### src/rtl/eeg_band_power_detector_if.sv
// Sample stream in, windowed power and burst-event status out.
// master drives samples/threshold/clear; slave is the detector.
interface eeg_band_power_detector_if;
  logic               valid;
  logic signed [15:0] x_in;
  logic        [31:0] thresh;
  logic               clear;
  logic        [31:0] power_out;
  logic               power_valid;
  logic               event_pulse;
  logic               event_active;
  logic        [1:0]  state_dbg;

  modport master (
    output valid, x_in, thresh, clear,
    input  power_out, power_valid, event_pulse, event_active, state_dbg
  );

  modport slave (
    input  valid, x_in, thresh, clear,
    output power_out, power_valid, event_pulse, event_active, state_dbg
  );
endinterface

### src/rtl/eeg_band_power_detector.sv
// Windowed mean-square power of an EEG sample stream with a hold-off burst detector.
// power_valid two clocks after a window's last sample; 1 sample/clk, no backpressure.
module eeg_band_power_detector #(
  parameter int WIN_LOG2     = 6,
  parameter int HOLD_WINDOWS = 4,
  parameter int ACC_W        = 40
) (
  input  logic                       clk,
  input  logic                       rst_n,
  eeg_band_power_detector_if.slave   bus
);
  localparam logic [1:0] ARMED  = 2'd0;
  localparam logic [1:0] ACTIVE = 2'd1;
  localparam logic [1:0] HOLD   = 2'd2;

  logic signed [31:0]     prod;
  logic        [31:0]     sq_r;
  logic                   sq_v;
  logic [ACC_W-1:0]       acc;
  logic [ACC_W-1:0]       acc_nxt;
  logic [WIN_LOG2-1:0]    smp_cnt;
  logic [31:0]            power_r;
  logic                   pv_r;
  logic                   pv;
  logic                   hot;
  logic [1:0]             state;
  logic [7:0]             hold_cnt;

  assign prod    = bus.x_in * bus.x_in;
  assign acc_nxt = acc + ACC_W'(sq_r);
  // A clear in the strobe cycle suppresses the result and any event it would raise.
  assign pv      = pv_r & ~bus.clear;
  assign hot     = power_r > bus.thresh;

  always_ff @(posedge clk or negedge rst_n) begin
    if (!rst_n) begin
      sq_r <= '0;
      sq_v <= 1'b0;
    end else if (bus.clear) begin
      sq_v <= 1'b0;
    end else begin
      sq_v <= bus.valid;
      if (bus.valid) sq_r <= prod;
    end
  end

  always_ff @(posedge clk or negedge rst_n) begin
    if (!rst_n) begin
      acc     <= '0;
      smp_cnt <= '0;
      power_r <= '0;
      pv_r    <= 1'b0;
    end else if (bus.clear) begin
      acc     <= '0;
      smp_cnt <= '0;
      power_r <= '0;
      pv_r    <= 1'b0;
    end else begin
      pv_r <= 1'b0;
      if (sq_v) begin
        smp_cnt <= smp_cnt + 1'b1;
        if (&smp_cnt) begin
          power_r <= 32'(acc_nxt >> WIN_LOG2);
          acc     <= '0;
          pv_r    <= 1'b1;
        end else begin
          acc <= acc_nxt;
        end
      end
    end
  end

  always_ff @(posedge clk or negedge rst_n) begin
    if (!rst_n) begin
      state    <= ARMED;
      hold_cnt <= '0;
    end else if (bus.clear) begin
      state    <= ARMED;
      hold_cnt <= '0;
    end else if (pv) begin
      case (state)
        ARMED:  if (hot) state <= ACTIVE;
        ACTIVE: if (!hot) begin
                  state    <= HOLD;
                  hold_cnt <= 8'(HOLD_WINDOWS);
                end
        HOLD:   if (hot) begin
                  state <= ACTIVE;
                end else if (hold_cnt == 8'd1) begin
                  state    <= ARMED;
                  hold_cnt <= '0;
                end else begin
                  hold_cnt <= hold_cnt - 1'b1;
                end
        default: state <= ARMED;
      endcase
    end
  end

  assign bus.power_out    = power_r;
  assign bus.power_valid  = pv;
  assign bus.event_pulse  = pv & hot & (state == ARMED);
  assign bus.event_active = (state != ARMED);
  assign bus.state_dbg    = state;
endmodule

### src/flat_wrapper.sv
// flat-port wrapper written by rule: the top's interface ports become plain ports
module eeg_band_power_detector_flat 
#(
  parameter int WIN_LOG2     = 6,
  parameter int HOLD_WINDOWS = 4,
  parameter int ACC_W        = 40
)
  (clk, rst_n, bus_valid, bus_x_in, bus_thresh, bus_clear, bus_power_out, bus_power_valid, bus_event_pulse, bus_event_active, bus_state_dbg);
  eeg_band_power_detector_if bus_i ();
  input  logic clk;
  input  logic rst_n;
  input wire logic [$bits(bus_i.valid)-1:0] bus_valid;
  input wire logic [$bits(bus_i.x_in)-1:0] bus_x_in;
  input wire logic [$bits(bus_i.thresh)-1:0] bus_thresh;
  input wire logic [$bits(bus_i.clear)-1:0] bus_clear;
  output wire logic [$bits(bus_i.power_out)-1:0] bus_power_out;
  output wire logic [$bits(bus_i.power_valid)-1:0] bus_power_valid;
  output wire logic [$bits(bus_i.event_pulse)-1:0] bus_event_pulse;
  output wire logic [$bits(bus_i.event_active)-1:0] bus_event_active;
  output wire logic [$bits(bus_i.state_dbg)-1:0] bus_state_dbg;
  assign bus_i.valid = bus_valid;
  assign bus_i.x_in = bus_x_in;
  assign bus_i.thresh = bus_thresh;
  assign bus_i.clear = bus_clear;
  assign bus_power_out = bus_i.power_out;
  assign bus_power_valid = bus_i.power_valid;
  assign bus_event_pulse = bus_i.event_pulse;
  assign bus_event_active = bus_i.event_active;
  assign bus_state_dbg = bus_i.state_dbg;
  eeg_band_power_detector #(.WIN_LOG2(WIN_LOG2), .HOLD_WINDOWS(HOLD_WINDOWS), .ACC_W(ACC_W)) u_core (.clk(clk), .rst_n(rst_n), .bus(bus_i));
endmodule
### config.mk
export PLATFORM = sky130hd
export DESIGN_NAME = eeg_band_power_detector_flat
export DESIGN_NICKNAME = d
export VERILOG_FILES = /design/src/rtl/eeg_band_power_detector_if.sv /design/src/rtl/eeg_band_power_detector.sv /design/src/flat_wrapper.sv
export SDC_FILE = /design/constraint.sdc
export NUM_CORES = 1
export LEC_CHECK = 0
export ABC_AREA = 1
export BUFFER_PORTS_ARGS = -buffer_cell sky130_fd_sc_hd__buf_2
export CAP_MARGIN = 15
export CELL_PAD_IN_SITES_DETAIL_PLACEMENT = 0
export CELL_PAD_IN_SITES_GLOBAL_PLACEMENT = 2
export CORE_MARGIN = 10
export CORE_UTILIZATION = 38
export CTS_CLUSTER_DIAMETER = 150
export CTS_CLUSTER_SIZE = 12
export DETAILED_ROUTE_END_ITERATION = 16
export PLACE_DENSITY_LB_ADDON = 0.1
export REMOVE_ABC_BUFFERS = 1
export SLEW_MARGIN = 20
export SYNTH_ARGS = -nofsm -noshare
export SYNTH_HDL_FRONTEND = slang
export SYNTH_SLANG_ARGS = --single-unit
### constraint.sdc
create_clock -name clk -period 3.1 [get_ports clk]
set_clock_uncertainty 0.1 [all_clocks]
set_input_delay 0.775 -clock clk [delete_from_list [all_inputs] [get_ports clk]]
set_output_delay 0.775 -clock clk [all_outputs]
set_load 0.05 [all_outputs]
==> flow_metrics.tcl, run 1 <==
set metrics [dict create \
    outcome "complete, but fails checks" \
    violations "negative setup slack" \
    async_reset_ff_share_pct 100.0 \
    synth.distinct_cells 48 \
    synthSimpleGateAreaFrac_pct 22.09 \
    critPathKind "primary input to flop" \
    min_period_ns 5.562 \
    post-route-util_pct 53.15 \
    ys_warn_count 0 \
    synth_compound_area_share_pct 7.608 \
    ant_nets 0 \
    routed_via_density 4.705 \
    gr-total-overflow 0 \
    cts.sinks 119 \
    grt_pass1_vias 16810 \
    io_pins 89 \
    synthXorXnorAreaFrac_pct 2.453 \
    r2r-end "u_core.hold_cnt[2]" \
    fin_ws_ns -2.462 \
    syn_inst 2289 \
    place_area_um2 20610 \
    place_hpwl_um 43820 \
    gp_congestion 0.8916 \
    row_count 78 \
    setup_viol 28 \
    cts_buffer_depth 2 \
    port_buffers 88 \
    crit_fanout 7 \
    reg2reg_from "u_core.bus.power_out[21]" \
    cap_viol_max_count 0 \
    core-area_um2 45480 \
    initial_core_util_pct 38.48 \
    drive_above_1_share_pct 32.26 \
    cts_tree "done" \
    synth_top_area_share_pct 26.89 \
    ys_ff_latch 119 \
    drtIter0Drc 570 \
    via_count 15440 \
    max_freq_mhz 179.8 \
    synthMuxAreaShare_pct 0 \
    track_usage_pct 19.59 \
    cts_made_buffers 17 \
    routed_wirelength_um 52850 \
    rsz0062_at_grt "yes" \
    synth_edf_count 0 \
    drt-wirelength-per-cell_um 16.11 \
    htreeDepth 4 \
    critPathLaunchType "primary input" \
    maxSlewHeadroom_pct 40.14 \
    grt_pass1_wl_um 86020 \
    die_w_um 234.6 \
    syn_avg_cell_area_um2 7.644 \
    first_pass_iters 5 \
    end_kind "flop" \
    r2r_slack_ns 0.51 \
    seq_area_frac_synth_pct 17.02 \
    cp_data_arrival_time_ns 5.80 \
    final_area_um2 24170 \
    synth_area_leaders "fa_1, dfrtp_1, nand2_1" \
    die_h_um 234.6 \
    synth_top_family_by_area "adder cells" \
    ys.flop_type "dfrtp_1" \
    worstPathRequired_ns 3.34 \
    tightest_slew_ns 0.8968 \
    synth-adder-area-share_pct 38.18 \
    synth_area_leader_cell "fa_1" \
    root_buffer "clkbuf_16" \
    netlist_area_um2 17500 \
    synth_common_cells "nand2_1, inv_1, fa_1, ha_1, nor2_1" \
    hold_path_class "primary input to async pin" \
    reg2reg_depth 15 \
    final_nets 3113 \
    num_antenna_cells 0 \
    yosysMostFrequentCell "nand2_1" \
    dieArea_um2 55030 \
    clock_latency_ns 0.43 \
    whs_ns 0.08800 \
    fillers 4344 \
    clkSlewWorstSetupHoldPaths_ns 0.06 \
    grt_max_degree 57 \
    layout_worst_path_cycle_share_pct 179.4 \
    maxSlewViolCount 0 \
    drc_errors 0 \
    grt_antenna_before_repair 0 \
    hold_violations 0 \
    synthToLayoutAreaGrowth_pct 38.13 \
]
-- what timing repair did --
item                                    4_1_cts  5_1_grt
endpoints found under the setup margin       29       29
resized for setup                           449      202
hold buffers                                  0        0
gates cloned                                  1        1
pin swaps                                   123      150
hold endpoints to repair                      0        0
setup buffers                                31       25
-- worst max-delay path by stage --
stage | start | to | slack [ns] | depth (start not counted)
floorplan | bus_x_in[2] | u_core.sq_r[31] | -2.77 | 19
global placement | bus_x_in[15] | u_core.sq_r[29] | -3.49 | 20
detailed placement | bus_x_in[15] | u_core.sq_r[29] | -3.53 | 20
CTS | bus_x_in[11] | u_core.sq_r[29] | -2.42 | 22
global route | bus_x_in[12] | u_core.sq_r[29] | -2.60 | 24
finish | bus_x_in[12] | u_core.sq_r[29] | -2.46 | 24
-- flip-flops by register name, summed over array words and instances, names as in the netlist --
name,cells
u_core.acc,38
u_core.bus.power_out,32
u_core.bus.state_dbg,2
u_core.hold_cnt,8
u_core.pv_r,1
u_core.smp_cnt,6
u_core.sq_r,31
u_core.sq_v,1
-- per-stage QoR --
step	setup TNS (ns)	setup slack [ns]	cells
final	-56.58	-2.462	3281
after global routing	-60.62	-2.604	3281
after CTS	-56.33	-2.418	3261
after detailed placement	-81.40	-3.532	3199
after global placement	-80.55	-3.494	3199
after floorplan	-63.40	-2.770	2236
-- cells in the final DEF, fill, tap and decap left out, types with 46 or more instances in the layout --
cell and n:
nand2_1 461, inv_1 440, buf_4 253, fa_1 217, dfrtp_1 119, nor2_1 111
ha_1 111, nand3_1 97, inv_2 85, buf_2 67, nand2_2 63, buf_6 60
a21oi_1 53, o21ai_0 46
-- final cells by class --
type / count / area (µm²) / share of cell area (%)
tap: 600 / 750.7 / 3.106
clock inverter: 9 / 145.1 / 0.6005
timing repair buffer: 413 / 3551 / 14.69
sequential: 119 / 2978 / 12.32
multi-input combinational: 1583 / 14230 / 58.87
inverter: 534 / 2028 / 8.391
clock buffer: 23 / 488.0 / 2.019
-- layer usage --
layer | routed length (µm) | GRT usage (%) | share of wire, %
met1 | 23040 | 24.07 | 44
met2 | 27020 | 35.11 | 51
met3 | 1148 | 1.770 | 2.2
met4 | 1636 | 7.130 | 3.1
met5 | 0 | 0 | 0
-- cell families after synthesis --
family | after synthesis
buffers and inverters | 587
adders and majority gates | 393
xor gates and xnor gates | 49
DFF | 119
AOI/OAI and AO/OA | 230
and+or+nand+nor | 911
-- critical path: stages --
cell	delay (ns)
buf_12	0.12
buf_6	0.11
buf_6	0.12
nand2_2	0.05
inv_2	0.05
fa_1	0.55
inv_2	0.05
fa_1	0.54
inv_2	0.04
fa_1	0.49
fa_1	0.53
fa_1	0.57
fa_1	0.46
ha_4	0.30
buf_6	0.12
inv_4	0.03
o21ai_2	0.09
inv_1	0.07
buf_6	0.11
o211ai_1	0.24
a21oi_2	0.11
nand2_2	0.08
nand2_2	0.05
a31oi_1	0.14
Power of run 1 is not shown: default switching activity piles up to over one toggle a cycle in this logic, so the estimate is an artifact.
==> inputs of run 2 (changes only) <==
- MAX_ROUTING_LAYER: unset -> met4
==> run 2 against run 1 <==
Net effect:
- the flow still finishes with violations (negative setup slack)
- die area unchanged
- fmax grew 1.9%
- first-iteration DRC count rose by 7.2%
- non-clock buffer count down 11
- critical endpoint is now u_core.sq_r[17]
- global-route usage is 0.76 points higher
- clock-buffer cell count shrank 1
- register-to-register slack hardly changed
- critical path depth rose by 1
- sequential cell count did not move
- sequential share of layout area hardly changed
- cell area is 0.35% lower
- wire length up 0.51%
==> flow_metrics.tcl, run 2 (synthesized netlist as in run 1, its figures left out) <==
set metrics [dict create \
    wl_met3_um 1167 \
    routed_wirelength_um 53120 \
    outcome "complete, but fails checks" \
    critPathLaunchType "primary input" \
    clkSlewWorstSetupHoldPaths_ns 0.05 \
    htreeDepth 4 \
    min_period_ns 5.456 \
    final_common_cell "nand2_1" \
    row_count 78 \
    pre_cts_ws_ns -3.519 \
    largest_register_ffs 38 \
    clock_latency_ns 0.44 \
    crit_path_frequent_cell "fa_1" \
    die_w_um 234.6 \
    maxSlewViolCount 0 \
    setup.worst_path.start "bus_x_in[9]" \
    met2_length_um 27340 \
    synthToLayoutAreaGrowth_pct 37.65 \
    drtIter0Drc 611 \
    drive_above_1_share_pct 32.21 \
    post-route-util_pct 52.96 \
    cp_slowest_cell "fa_1" \
    reg2reg_from "u_core.bus.power_out[23]" \
    routed_via_density 4.718 \
    max_freq_mhz 183.3 \
    crit_fanout 13 \
    rsz0062_at_grt "yes" \
    slowest_delay_ns 0.54 \
    dieArea_um2 55030 \
    largest_register "u_core.acc" \
    cts_buffer_depth 2 \
    hold_buffers 0 \
    core-area_um2 45480 \
    grt_pass1_vias 16800 \
    worstPathRequired_ns 3.35 \
    first_pass_iters 7 \
    initial_core_util_pct 38.48 \
    drt-wirelength-per-cell_um 16.24 \
    via_count 15430 \
    final_nets 3102 \
    place_hpwl_um 44290 \
    io_pins 89 \
    tightest_slew_ns 0.8906 \
    cts_made_buffers 17 \
    port_buffers 88 \
    cp_data_arrival_time_ns 5.71 \
    critPathKind "primary input to flop" \
    end_kind "flop" \
    maxSlewHeadroom_pct 40.56 \
    root_buffer "clkbuf_16" \
    grt_antenna_before_repair 0 \
    topRoutingLayerUsed "met4" \
    fin_ws_ns -2.356 \
    setup_viol 28 \
    drc_errors 0 \
    m1WireLength_um 22910 \
    layout_worst_path_cycle_share_pct 176.0 \
    num_antenna_cells 0 \
    die_h_um 234.6 \
    cts.sinks 119 \
    gr-total-overflow 0 \
    hold_violations 0 \
    grt_max_degree 49 \
    gp_congestion 0.9218 \
    cap_viol_max_count 0 \
    cts_tree "done" \
    grt_pass1_wl_um 86580 \
    mostFrequentLayoutCells "nand2_1, inv_1, buf_4, fa_1, dfrtp_1" \
    ant_nets 0 \
    violations "negative setup slack" \
    hold_path_class "primary input to async pin" \
    track_usage_pct 20.35 \
]
==> run 2: final cells by class <==
cell class | instances | area, µm²
flip-flops and latches | 119 | 2978
inverters | 534 | 2034
clock buffers | 22 | 454.2
clock inverters | 10 | 127.6
repair buffers | 402 | 3476
multi-input cells | 1583 | 14260
fillers | 4389 | 21390
well taps | 600 | 750.7
==> run 2: path summary, 6_finish.rpt <==
path | end | slack (ns) | cells past startpoint
max in group asynchronous | u_core.acc[1] | 2.09 | 2
max | u_core.sq_r[17] | -2.36 | 25
max reg2reg | u_core.hold_cnt[1] | 0.50 | 15
min reg2reg | u_core.acc[31] | 0.39 | 2
min | u_core.bus.power_out[5] | 0.13 | 1
min in group clk | u_core.acc[31] | 0.39 | 2
==> run 2: layer usage <==
metal	up-vias	track usage (%)
met5	-	-
met4	0	7.450
met3	77	1.625
met2	183	35.95
met1	7452	23.85
li1	7715	-
==> run 2: critical path: cells and delay by family <==
family	cells	cell delay, ns
buffers and inverters	11	0.88
and+or+nand+nor	4	0.41
AOI/OAI and AO/OA	3	0.33
adders and majority gates	7	3.32
==> run 2: what timing repair did <==
item / CTS / global route
setup endpoints to repair: 29 / 29
pin swaps: 131 / 163
resized for setup: 435 / 234
cloned: 1 / 2
setup buffers: 23 / 26
==> run 2: through the flow <==
step                      hold slack (ns)  TNS (ns)  std cells  cell area, µm²
final                              0.1335    -54.94       3270           24090
after global routing               0.1428    -59.52       3270           24090
after CTS                          0.1159    -55.41       3250           23080
after detailed placement           0.3722    -82.90       3196           20590
after global placement             0.3681    -81.26       3196           20590
after floorplan                    0.3528    -63.40       2236           17290
Power of run 2 is left out for the same reason.
==> inputs of run 3 (changes only) <==
- ABC_AREA: 1 -> unset
- CORE_UTILIZATION: 38 -> 40
==> run 3 against run 2 <==
Net effect:
- the flow still finishes with violations (negative setup slack)
- critical path depth did not move
- sequential cell count stayed put
- critical endpoint is now u_core.sq_r[26]
- non-clock buffer count is 17 lower
- synthesized cell count decreased by 21%
- highest routed layer unchanged
- clock-buffer cell count decreased by 2
==> flow_metrics.tcl, run 3 <==
set metrics [dict create \
    outcome "complete, but fails checks" \
    violations "negative setup slack" \
    core-area_um2 40740 \
    met2_length_um 22000 \
    routed_wirelength_um 44530 \
    max_freq_mhz 168.2 \
    end_kind "flop" \
    cts_buffer_depth 2 \
    die_h_um 222.9 \
    topRoutingLayerUsed "met4" \
    root_buffer "clkbuf_16" \
    synth_area_leader_cell "fa_1" \
    multi_input_area_um2 12850 \
    async_reset_ff_share_pct 100.0 \
    htreeDepth 4 \
    critPathKind "primary input to flop" \
    initial_core_util_pct 40.41 \
    yosysMostFrequentCell "inv_1" \
    grt_pass1_vias 14180 \
    grt_antenna_before_repair 1 \
    clkSlewWorstSetupHoldPaths_ns 0.06 \
    worstPathRequired_ns 3.28 \
    syn_inst 1818 \
    gr-total-overflow 0 \
    wl_met3_um 896 \
    synth_top_area_share_pct 28.58 \
    min_period_ns 5.946 \
    crit_fanout 5 \
    slowest_delay_ns 0.63 \
    critPathLaunchType "primary input" \
    synth_edf_count 0 \
    ant_nets 0 \
    cap_viol_max_count 0 \
    grt_max_degree 59 \
    crit_cells 25 \
    r2r_slack_ns 0.15 \
    cts_tree "done" \
    routed_via_density 4.856 \
    hold_violations 0 \
    syn_avg_cell_area_um2 9.056 \
    first_pass_iters 5 \
    critPathBufInv 7 \
    synth_common_cells "inv_1, fa_1, nand2_1, ha_1, dfrtp_1" \
    dieArea_um2 49670 \
    cts_made_buffers 17 \
    layout_worst_path_cycle_share_pct 191.8 \
    hold_path_class "primary input to async pin" \
    seq_area_frac_synth_pct 18.09 \
    ys.flop_type "dfrtp_1" \
    largest_register_ffs 38 \
    r2r-end "u_core.bus.power_out[29]" \
    row_count 74 \
    cpLargestDelayFamily "adder cells" \
    final_common_cell "inv_1" \
    synthToLayoutAreaGrowth_pct 31.65 \
    die_w_um 222.9 \
    tightest_slew_ns 0.5397 \
    largest_register "u_core.acc" \
    drive_above_1_share_pct 30.43 \
    maxSlewViolCount 0 \
    num_antenna_cells 0 \
    drc_errors 0 \
    final_nets 2604 \
    setup_viol 28 \
    maxSlewHeadroom_pct 63.88 \
    place_hpwl_um 36670 \
    synth.distinct_cells 80 \
    cp_data_arrival_time_ns 6.13 \
    drt-wirelength-per-cell_um 16.47 \
    post-route-util_pct 53.20 \
    io_pins 89 \
    m1WireLength_um 20700 \
    gp_congestion 0.8588 \
    register_area_um2 2978 \
    reg2reg_depth 10 \
    drtIter0Drc 563 \
    fin_ws_ns -2.846 \
    synth_area_leaders "fa_1, dfrtp_1, ha_1" \
    cts.sinks 119 \
    grt_pass1_wl_um 73450 \
    mostFrequentLayoutCells "inv_1, buf_4, fa_1, nand2_1, ha_1" \
    reg2reg_from "u_core.acc[2]" \
    netlist_area_um2 16460 \
    fillers 3859 \
    via_count 13130 \
    rsz0062_at_grt "yes" \
    ys_ff_latch 119 \
    track_usage_pct 18.57 \
    cp_slowest_cell "fa_2" \
    port_buffers 88 \
    ys_warn_count 0 \
    clock_latency_ns 0.42 \
]
[run 3: through the flow]
stage	hold WS, ns	instance area, µm²	cells	worst slack (ns)	TNS, ns
finish	0.1636	21670	2704	-2.846	-61.85
global route	0.1685	21670	2704	-3.020	-66.87
CTS	0.1539	21200	2686	-2.767	-60.22
detailed placement	0.3757	19210	2627	-3.755	-90.28
global placement	0.3689	19210	2627	-3.602	-88.45
floorplan	0.3428	16180	1755	-3.364	-67.19
[run 3: worst register-to-register path: cells and delay by family (launching register included)]
kind	cells	cell delay (ns)
AOI/OAI and AO/OA	6	1.39
xor gates and xnor gates	1	0.11
adders and majority gates	1	0.39
buffers and inverters	1	0.19
DFF	1	0.38
and+or+nand+nor	1	0.30
[run 3: how the worst max path moves through the flow]
stage,end,startpoint
2_1_floorplan,u_core.sq_r[30],bus_x_in[15]
3_3_place_gp,u_core.sq_r[30],bus_x_in[8]
3_5_place_dp,u_core.sq_r[30],bus_x_in[8]
4_1_cts,u_core.sq_r[28],bus_x_in[11]
5_1_grt,u_core.sq_r[28],bus_x_in[9]
6_report,u_core.sq_r[26],bus_x_in[15]
[run 3: routing by layer]
metal,track usage (%),up-vias
met2,31.34,174
li1,-,6519
met3,1.778,45
met5,-,-
met4,5.057,0
met1,23.41,6392
[run 3: layout make-up]
cell class / count / share of cell area (%)
timing repair buffer: 385 / 14.47
clock inverter: 12 / 0.8082
inverter: 376 / 6.581
sequential: 119 / 13.74
multi-input combinational: 1260 / 59.27
clock buffer: 20 / 2.061
tap: 532 / 3.071
[run 3: kinds of logic after synthesis]
group | synth area share [%]
compound gates | 13.76
fa+ha+maj | 40.58
flops | 18.09
mux | 0.1824
simple gates | 12.56
xor+xnor | 4.522
buf+inv | 10.31
[run 3: repair_timing]
item                       CTS  global route
hold buffers                 0             0
buffers inserted            28            17
setup endpoints to repair   38            32
pin swaps                  111            67
cloned                       2             1
resized for setup          287            79
Power of run 3 is left out for the same reason.
